File: src/rtl/instr_mem_arb.sv
// Two-requester arbiter in front of a single-port instruction memory.
// The loader has priority; a starvation counter forces a fetch grant after MAX_WAIT denials.
module instr_mem_arb #(
    parameter int ADDR_W   = 9,
    parameter int DATA_W   = 16,
    parameter int MAX_WAIT = 4,
    localparam int CNT_W   = $clog2(MAX_WAIT + 1)
) (
    input  logic              CLK,
    input  logic              RESET_N,
    input  logic              f_req,
    input  logic [ADDR_W-1:0] f_addr,
    output logic              f_gnt,
    output logic              f_rvalid,
    output logic [DATA_W-1:0] f_rdata,
    input  logic              l_req,
    input  logic              l_we,
    input  logic [ADDR_W-1:0] l_addr,
    input  logic [DATA_W-1:0] l_wdata,
    output logic              l_gnt,
    output logic              l_rvalid,
    output logic [DATA_W-1:0] l_rdata,
    output logic              mem_wen,
    output logic [ADDR_W-1:0] mem_a,
    output logic [DATA_W-1:0] mem_d,
    input  logic [DATA_W-1:0] mem_q,
    output logic [CNT_W-1:0]  wait_cnt
);

    // Handshake: a requester holds req and its address/data until the cycle in
    // which gnt=1; that cycle is the transfer. A granted read returns rvalid=1
    // with rdata exactly one cycle later, and rdata is 0 whenever rvalid=0.

    localparam logic [CNT_W-1:0] WAIT_MAX = CNT_W'(MAX_WAIT);

    logic override;
    logic f_tag;
    logic l_tag;

    assign override = f_req && (wait_cnt == WAIT_MAX);

    always_comb begin
        f_gnt   = 1'b0;
        l_gnt   = 1'b0;
        mem_wen = 1'b0;
        mem_a   = '0;
        mem_d   = '0;
        if (RESET_N) begin
            if (f_req && (override || !l_req)) begin
                f_gnt = 1'b1;
            end else if (l_req) begin
                l_gnt = 1'b1;
            end
        end
        if (f_gnt) begin
            mem_a = f_addr;
        end else if (l_gnt) begin
            mem_a   = l_addr;
            mem_d   = l_wdata;
            mem_wen = l_we;
        end
    end

    // Counts consecutive denied fetch cycles; any grant or withdrawal restarts it.
    always_ff @(posedge CLK or negedge RESET_N) begin
        if (!RESET_N) begin
            wait_cnt <= '0;
        end else if (!f_req || f_gnt) begin
            wait_cnt <= '0;
        end else if (wait_cnt != WAIT_MAX) begin
            wait_cnt <= wait_cnt + CNT_W'(1);
        end
    end

    always_ff @(posedge CLK or negedge RESET_N) begin
        if (!RESET_N) begin
            f_tag <= 1'b0;
            l_tag <= 1'b0;
        end else begin
            f_tag <= f_gnt;
            l_tag <= l_gnt && !l_we;
        end
    end

    assign f_rvalid = f_tag;
    assign l_rvalid = l_tag;
    assign f_rdata  = f_tag ? mem_q : '0;
    assign l_rdata  = l_tag ? mem_q : '0;

endmodule

File: config.mk
export PLATFORM = sky130hd
export DESIGN_NAME = instr_mem_arb
export DESIGN_NICKNAME = d
export VERILOG_FILES = /design/src/rtl/instr_mem_arb.sv
export SDC_FILE = /design/constraint.sdc
export NUM_CORES = 1
export LEC_CHECK = 0
export CAP_MARGIN = 10
export CORE_ASPECT_RATIO = 0.5
export CORE_MARGIN = 2
export CORE_UTILIZATION = 22
export DETAILED_ROUTE_END_ITERATION = 8
export HOLD_SLACK_MARGIN = 0.1
export PLACE_DENSITY = 0.77
export SLEW_MARGIN = 10
export SYNTH_ARGS = -nofsm -noshare
export SYNTH_HDL_FRONTEND = slang
export SYNTH_SLANG_ARGS = --single-unit
File: constraint.sdc
create_clock -name CLK -period 1.6 [get_ports CLK]
set_input_delay 0.32 -clock CLK [delete_from_list [all_inputs] [get_ports CLK]]
set_output_delay 0.32 -clock CLK [all_outputs]
set_load 0.005 [all_outputs]
==> results of run 1 <==
## where the power goes
part / internal (mW) / total, mW / switching [mW] / leakage, nW
Clock: 0.171 / 0.234 / 0.0629 / 0.0228
Sequential: 0.134 / 0.139 / 0.00462 / 0.0640
Combinational: 0.297 / 0.461 / 0.164 / 1.07
Total: 0.602 / 0.834 / 0.231 / 1.15
## how the worst max path moves through the flow
stage | startpoint | endpoint | slack (ns) | cells past startpoint
final | wait_cnt[0] | mem_a[3] | -0.19 | 6
after global placement | RESET_N | mem_a[1] | -0.59 | 5
after floorplan | wait_cnt[0] | mem_d[0] | 0.02 | 6
after global routing | wait_cnt[0] | mem_a[2] | -0.23 | 6
after CTS | wait_cnt[0] | mem_a[7] | -0.25 | 7
after detailed placement | l_req | mem_a[6] | -0.61 | 4
## metal layers
layer / track usage [%] / routed length (um) / vias to the layer above
li1: - / - / 682
met3: 3.89 / 194 / 20
met2: 38.8 / 2490 / 49
met4: 8.33 / 178 / 0
met1: 19.4 / 1580 / 664
met5: 0 / 0 / -
## cell usage in the layout, fill, tap and decap left out, types with 2 or more instances in the layout
master / count
nor3b_4: 3
buf_6: 7
o32ai_1: 2
dfrtp_1: 3
dlygate4sd2_1: 35
inv_2: 2
o22ai_2: 8
buf_12: 5
clkbuf_8: 3
buf_2: 28
buf_4: 13
dfrtp_2: 2
nand3_1: 18
nor3b_2: 14
nand2_1: 2
clkdlybuf4s50_1: 55
and2_1: 33
## stage by stage
stage / instance area, um^2 / setup TNS (ns)
6_report: 2380 / -4.66
5_1_grt: 2380 / -5.92
4_1_cts: 2350 / -5.31
3_5_place_dp: 2180 / -19.79
3_3_place_gp: 2180 / -18.68
2_1_floorplan: 872 / 0
## final cells by class
cell class                 instances  area (um^2)  area share [%]
multi-input combinational         96          821            34.5
inverter                           2         7.51           0.315
timing repair buffer             145         1310            55.1
tap                               54         67.6            2.84
clock buffer                       4         45.0            1.89
sequential                         5          128            5.36
## state kept, by name (all words and copies together) (netlist names)
name      cells
l_rvalid      1
wait_cnt      3
f_rvalid      1
## repair_timing
item,in CTS,in global routing
resized for setup,182,8
cloned,4,0
pin swaps,27,8
buffers inserted,6,5
setup endpoints to repair,62,29
## kinds of logic after synthesis
group / count (synthesis)
buffers and inverters: 12
adders and majority gates: 2
DFF: 5
muxes: 1
and+or+nand+nor: 79
AOI/OAI and AO/OA: 14
==> results.tsv, run 1 <==
metric	value	unit
status	finished with violations	
violations	negative setup slack	
mappedNetlistNets	170	
grt_pass1_vias	1452	
synth-compound-area-share	11.2	%
routed_wl	4.44	mm
synth_top_area_share	23.7	%
critPathLaunchType	register	
slew_headroom	81.3	%
synth.area.top_cells	and2_1, dfrtp_1, nor3b_2, nand3_1, nor3b_1	
clk_pin_slew	0.04	ns
drc	0	
synth_edf_count	0	
yosys.area.top_type	and2_1	
htree_levels	1	
routedWlPerCell	14.5	um
start_util	22.6	%
crit_fanout	7	
dieHeight	48.5	um
synth_seq_area_share	14.4	%
cp_slowest_cell	dfrtp_1	
via_per_inst	4.62	
fin_crit_sh	112	%
gp_congestion	0.851	
r2r-end	wait_cnt[2]	
min_path_type	input pin to asynchronous set/reset pin	
worstPathArrival	1.47	ns
drive_gt1_share	37.3	%
ant_nets	0	
end_kind	output port	
grt_pass1_wl	7.12	mm
cts_buffers	3	
instances_no_fill	306	
ioPinCount	120	
areaGrowthSynthToFinish	174	%
setup_viol	28	
synthCells	113	
p_per_area	350	nW/um^2
max_stage_delay	0.38	ns
track_usage	19.4	%
async_reset_ff_share	100	%
synth_top_family_by_area	simple AND/OR/NAND/NOR gates	
clk_latency	0.22	ns
r2r_slack	0.11	ns
hold_viol	0	
crit_type	register to output port	
ys_ff_latch	5	
dieArea	4500	um^2
vias	1415	
r2r-start	wait_cnt[0]	
synth_cell_types	27	
fmax	558	MHz
portBuffers	119	
p_leak	1.15	nW
synthAdderAreaFrac	2.88	%
tritoncts	done	
core	3840	um^2
clock_skew	0.00330	ns
fin_crit	1.79	ns
cp.required	1.28	ns
rows	16	
grt_max_degree	20	
antenna_cells	0	
ctsHoldBuffers	0	
utilization	62.0	%
root_buffer	clkbuf_8	
yosys-mux-area-fraction	1.29	%
clock_sinks	5	
cpLargestDelayFamily	flip-flops	
slew_violations	0	
yosys_warnings	0	
critPathBufInv	3	
synthFlopType	dfrtp_1	
firstDrtPassIters	5	
worstMarginPinSlew	0.279	ns
finalPower	0.834	mW
fin_nets	310	
synth_area	870	um^2
synth_area_per_cell	7.70	um^2
yosys-top-cells-count	and2_1, nand3_1, nor3b_2, o22ai_1, nor3b_1	
fillers	349	
post-place-ws	-0.607	ns
synth_simple_gate_area_share	60.9	%
antenna_found_initial	0	
drt_iter0_markers	28	
chipWidth	92.9	um
place_inst	289	
reg2reg_depth	6	
cap_violations	0	
rsz0062_at_grt	yes	
peakVddDrop	557	uV
worst_slack	-0.193	ns
clk_path_buf_depth	2	
yosysMostFrequentCell	and2_1	
whs	0.219	ns
crit_chain	inv_2 > ha_4 > and3_4 > buf_12 > o22ai_2 > buf_2	
overflow	0	
synth_xor_xnor_area_share	0	%
hpwl	3.12	mm
(Power assumes the default switching activity.)
==> run 2: changes to the inputs <==
- clock period: 1.6 -> 1.5 ns (I/O delays scaled with it)
==> run 2 against run 1 <==
Against the previous run:
- the flow still finishes with violations (negative setup slack)
- cell count rose by 2.0%
- critical path depth rose by 1
- die area did not move
- sequential share of layout area fell by 0.15 points
- worst setup slack got worse by 0.13 ns
- global-route usage fell by 0.63 points
- total power rose by 9.5%
- clock-buffer cell count did not move
- clock power rose by 9.0%
- register-to-register slack got worse by 0.07 ns
- worst hold slack improved by 0.058 ns
==> results.tsv, run 2 (same netlist as run 1, synthesis figures left out) <==
metric	value	unit	change
status	finished with violations		
violations	negative setup slack		
firstDrtPassIters	4		-1
p_leak	1.19	nW	+2.7%
via_per_inst	4.51		-2.5%
crit_fanout	5		-2
cap_violations	0		unchanged
start_util	22.6	%	unchanged
clk_pin_slew	0.04	ns	about the same
antenna_found_initial	0		unchanged
clock_skew	0.000978	ns	-0.00232 ns
ant_nets	0		unchanged
cts_buffers	3		unchanged
finalPower	0.913	mW	+9.5%
dieHeight	48.5	um	unchanged
slew_violations	0		unchanged
setup_viol	28		unchanged
fin_nets	316		+1.9%
mostFrequentLayoutCell	clkdlybuf4s50_1		
largest_register_ffs	3		unchanged
largest_register	wait_cnt		
worstMarginPinSlew	0.261	ns	-0.0186 ns
drt_iter0_markers	36		+29%
antenna_cells	0		unchanged
tritoncts	done		
root_buffer	clkbuf_8		
rsz0062_at_grt	yes		
grt_pass1_vias	1383		-4.8%
crit_type	register to output port		
gp_congestion	0.825		-3.1%
areaGrowthSynthToFinish	179	%	
end_kind	output port		
drc	0		unchanged
fin_area	2430	um^2	+1.9%
whs	0.278	ns	+0.0583 ns
hold_viol	0		unchanged
track_usage	18.8	%	-0.63 points
rows	16		unchanged
overflow	0		unchanged
grt_max_degree	20		unchanged
fmax	548	MHz	
min_path_type	input pin to asynchronous set/reset pin		
critPathLaunchType	register		
htree_levels	1		unchanged
hpwl	3.15	mm	+0.89%
portBuffers	119		unchanged
grt_pass1_wl	6.76	mm	-5.0%
worstPathArrival	1.53	ns	+0.06 ns
r2r-end	wait_cnt[2]		
reg2reg_depth	6		unchanged
clk_path_buf_depth	2		unchanged
vias	1407		-0.57%
clk_latency	0.22	ns	about the same
peakVddDrop	484	uV	-13%
r2r_slack	0.04	ns	-0.07 ns
worst_slack	-0.326	ns	-0.133 ns
drive_gt1_share	44.6	%	+7.3 points
routedWlPerCell	14.3	um	-1.7%
routed_wl	4.45	mm	+0.27%
chipWidth	92.9	um	unchanged
fin_crit	1.83	ns	
dieArea	4500	um^2	unchanged
final_cell_mix	clkdlybuf4s50_1, and2_1, buf_2		
r2r-start	wait_cnt[0]		
placed_cell_area	2340	um^2	+7.2%
clock_sinks	5		unchanged
ioPinCount	120		unchanged
fin_crit_sh	122	%	
p_per_area	376	nW/um^2	+7.5%
core	3840	um^2	unchanged
slew_headroom	82.6	%	+1.2 points
cp.required	1.20	ns	-0.08 ns
==> run 2: changes by cell type in the layout (fill, tap and decap cells not counted), sizes merged <==
cell / delta
buf: +6
clkbuf: +15
clkdlybuf4s15: +2
clkdlybuf4s50: -4
dlygate4sd2: -14
dlymetal6s2s: +1
==> run 2: what timing repair did <==
| item | 4_1_cts | 5_1_grt |
|---|---|---|
| endpoints found under the hold margin | 0 | 0 |
| setup buffers | 11 | 5 |
| resized for setup | 190 | 26 |
| setup endpoints to repair | 63 | 46 |
| pin swaps | 11 | 6 |
| hold buffers | 0 | 0 |
| gates cloned | 4 | 0 |
==> run 2: metrics by stage <==
stage	utilization, %	setup TNS, ns	std cells	setup WS, ns
2_1_floorplan	-	0	113	0.0162
3_3_place_gp	60.8	-22.64	292	-0.656
3_5_place_dp	60.8	-23.17	292	-0.681
4_1_cts	64.9	-7.89	311	-0.326
5_1_grt	63.2	-8.61	312	-0.380
6_report	63.2	-7.05	312	-0.326
==> run 2: report_power, final <==
group	switching, mW	internal, mW	total (mW)
registers	0.00749	0.143	0.151
clock network	0.0718	0.183	0.255
logic	0.176	0.331	0.508
total	0.256	0.658	0.913
==> run 2: worst max-delay path by stage <==
stage / cells past startpoint / from / slack (ns) / to
floorplan: 6 / wait_cnt[1] / 0.02 / mem_d[0]
global placement: 5 / RESET_N / -0.66 / mem_a[7]
detailed placement: 5 / RESET_N / -0.68 / mem_a[2]
CTS: 7 / wait_cnt[0] / -0.33 / mem_d[9]
global route: 7 / wait_cnt[1] / -0.38 / mem_a[0]
finish: 7 / wait_cnt[0] / -0.33 / mem_a[0]
==> run 2: critical path, cell delays in order, from the launching register on <==
cell and delay (ns):
dfrtp_1 0.35, inv_2 0.06, ha_4 0.16, and3_4 0.21, buf_12 0.14, buf_12 0.12, o22ai_2 0.13, buf_2 0.14
==> run 2: final cells by class <==
class	instances	area, um^2
Fill cell	309	1420
Timing Repair Buffer	151	1370
Multi-Input combinational cell	96	811
Sequential cell	5	126
Tap cell	54	67.6
Clock buffer	4	45.0
Inverter	2	7.51
==> run 2: layer usage <==
| metal | routed length [um] | part of all wire, % | global-route usage (%) | up-vias |
|---|---|---|---|---|
| li1 | - | - | - | 694 |
| met1 | 1830 | 41 | 21.6 | 668 |
| met2 | 2330 | 52 | 35.9 | 39 |
| met3 | 234 | 5.3 | 2.80 | 6 |
| met4 | 60 | 1.3 | 5.64 | 0 |
| met5 | 0 | 0 | 0 | - |
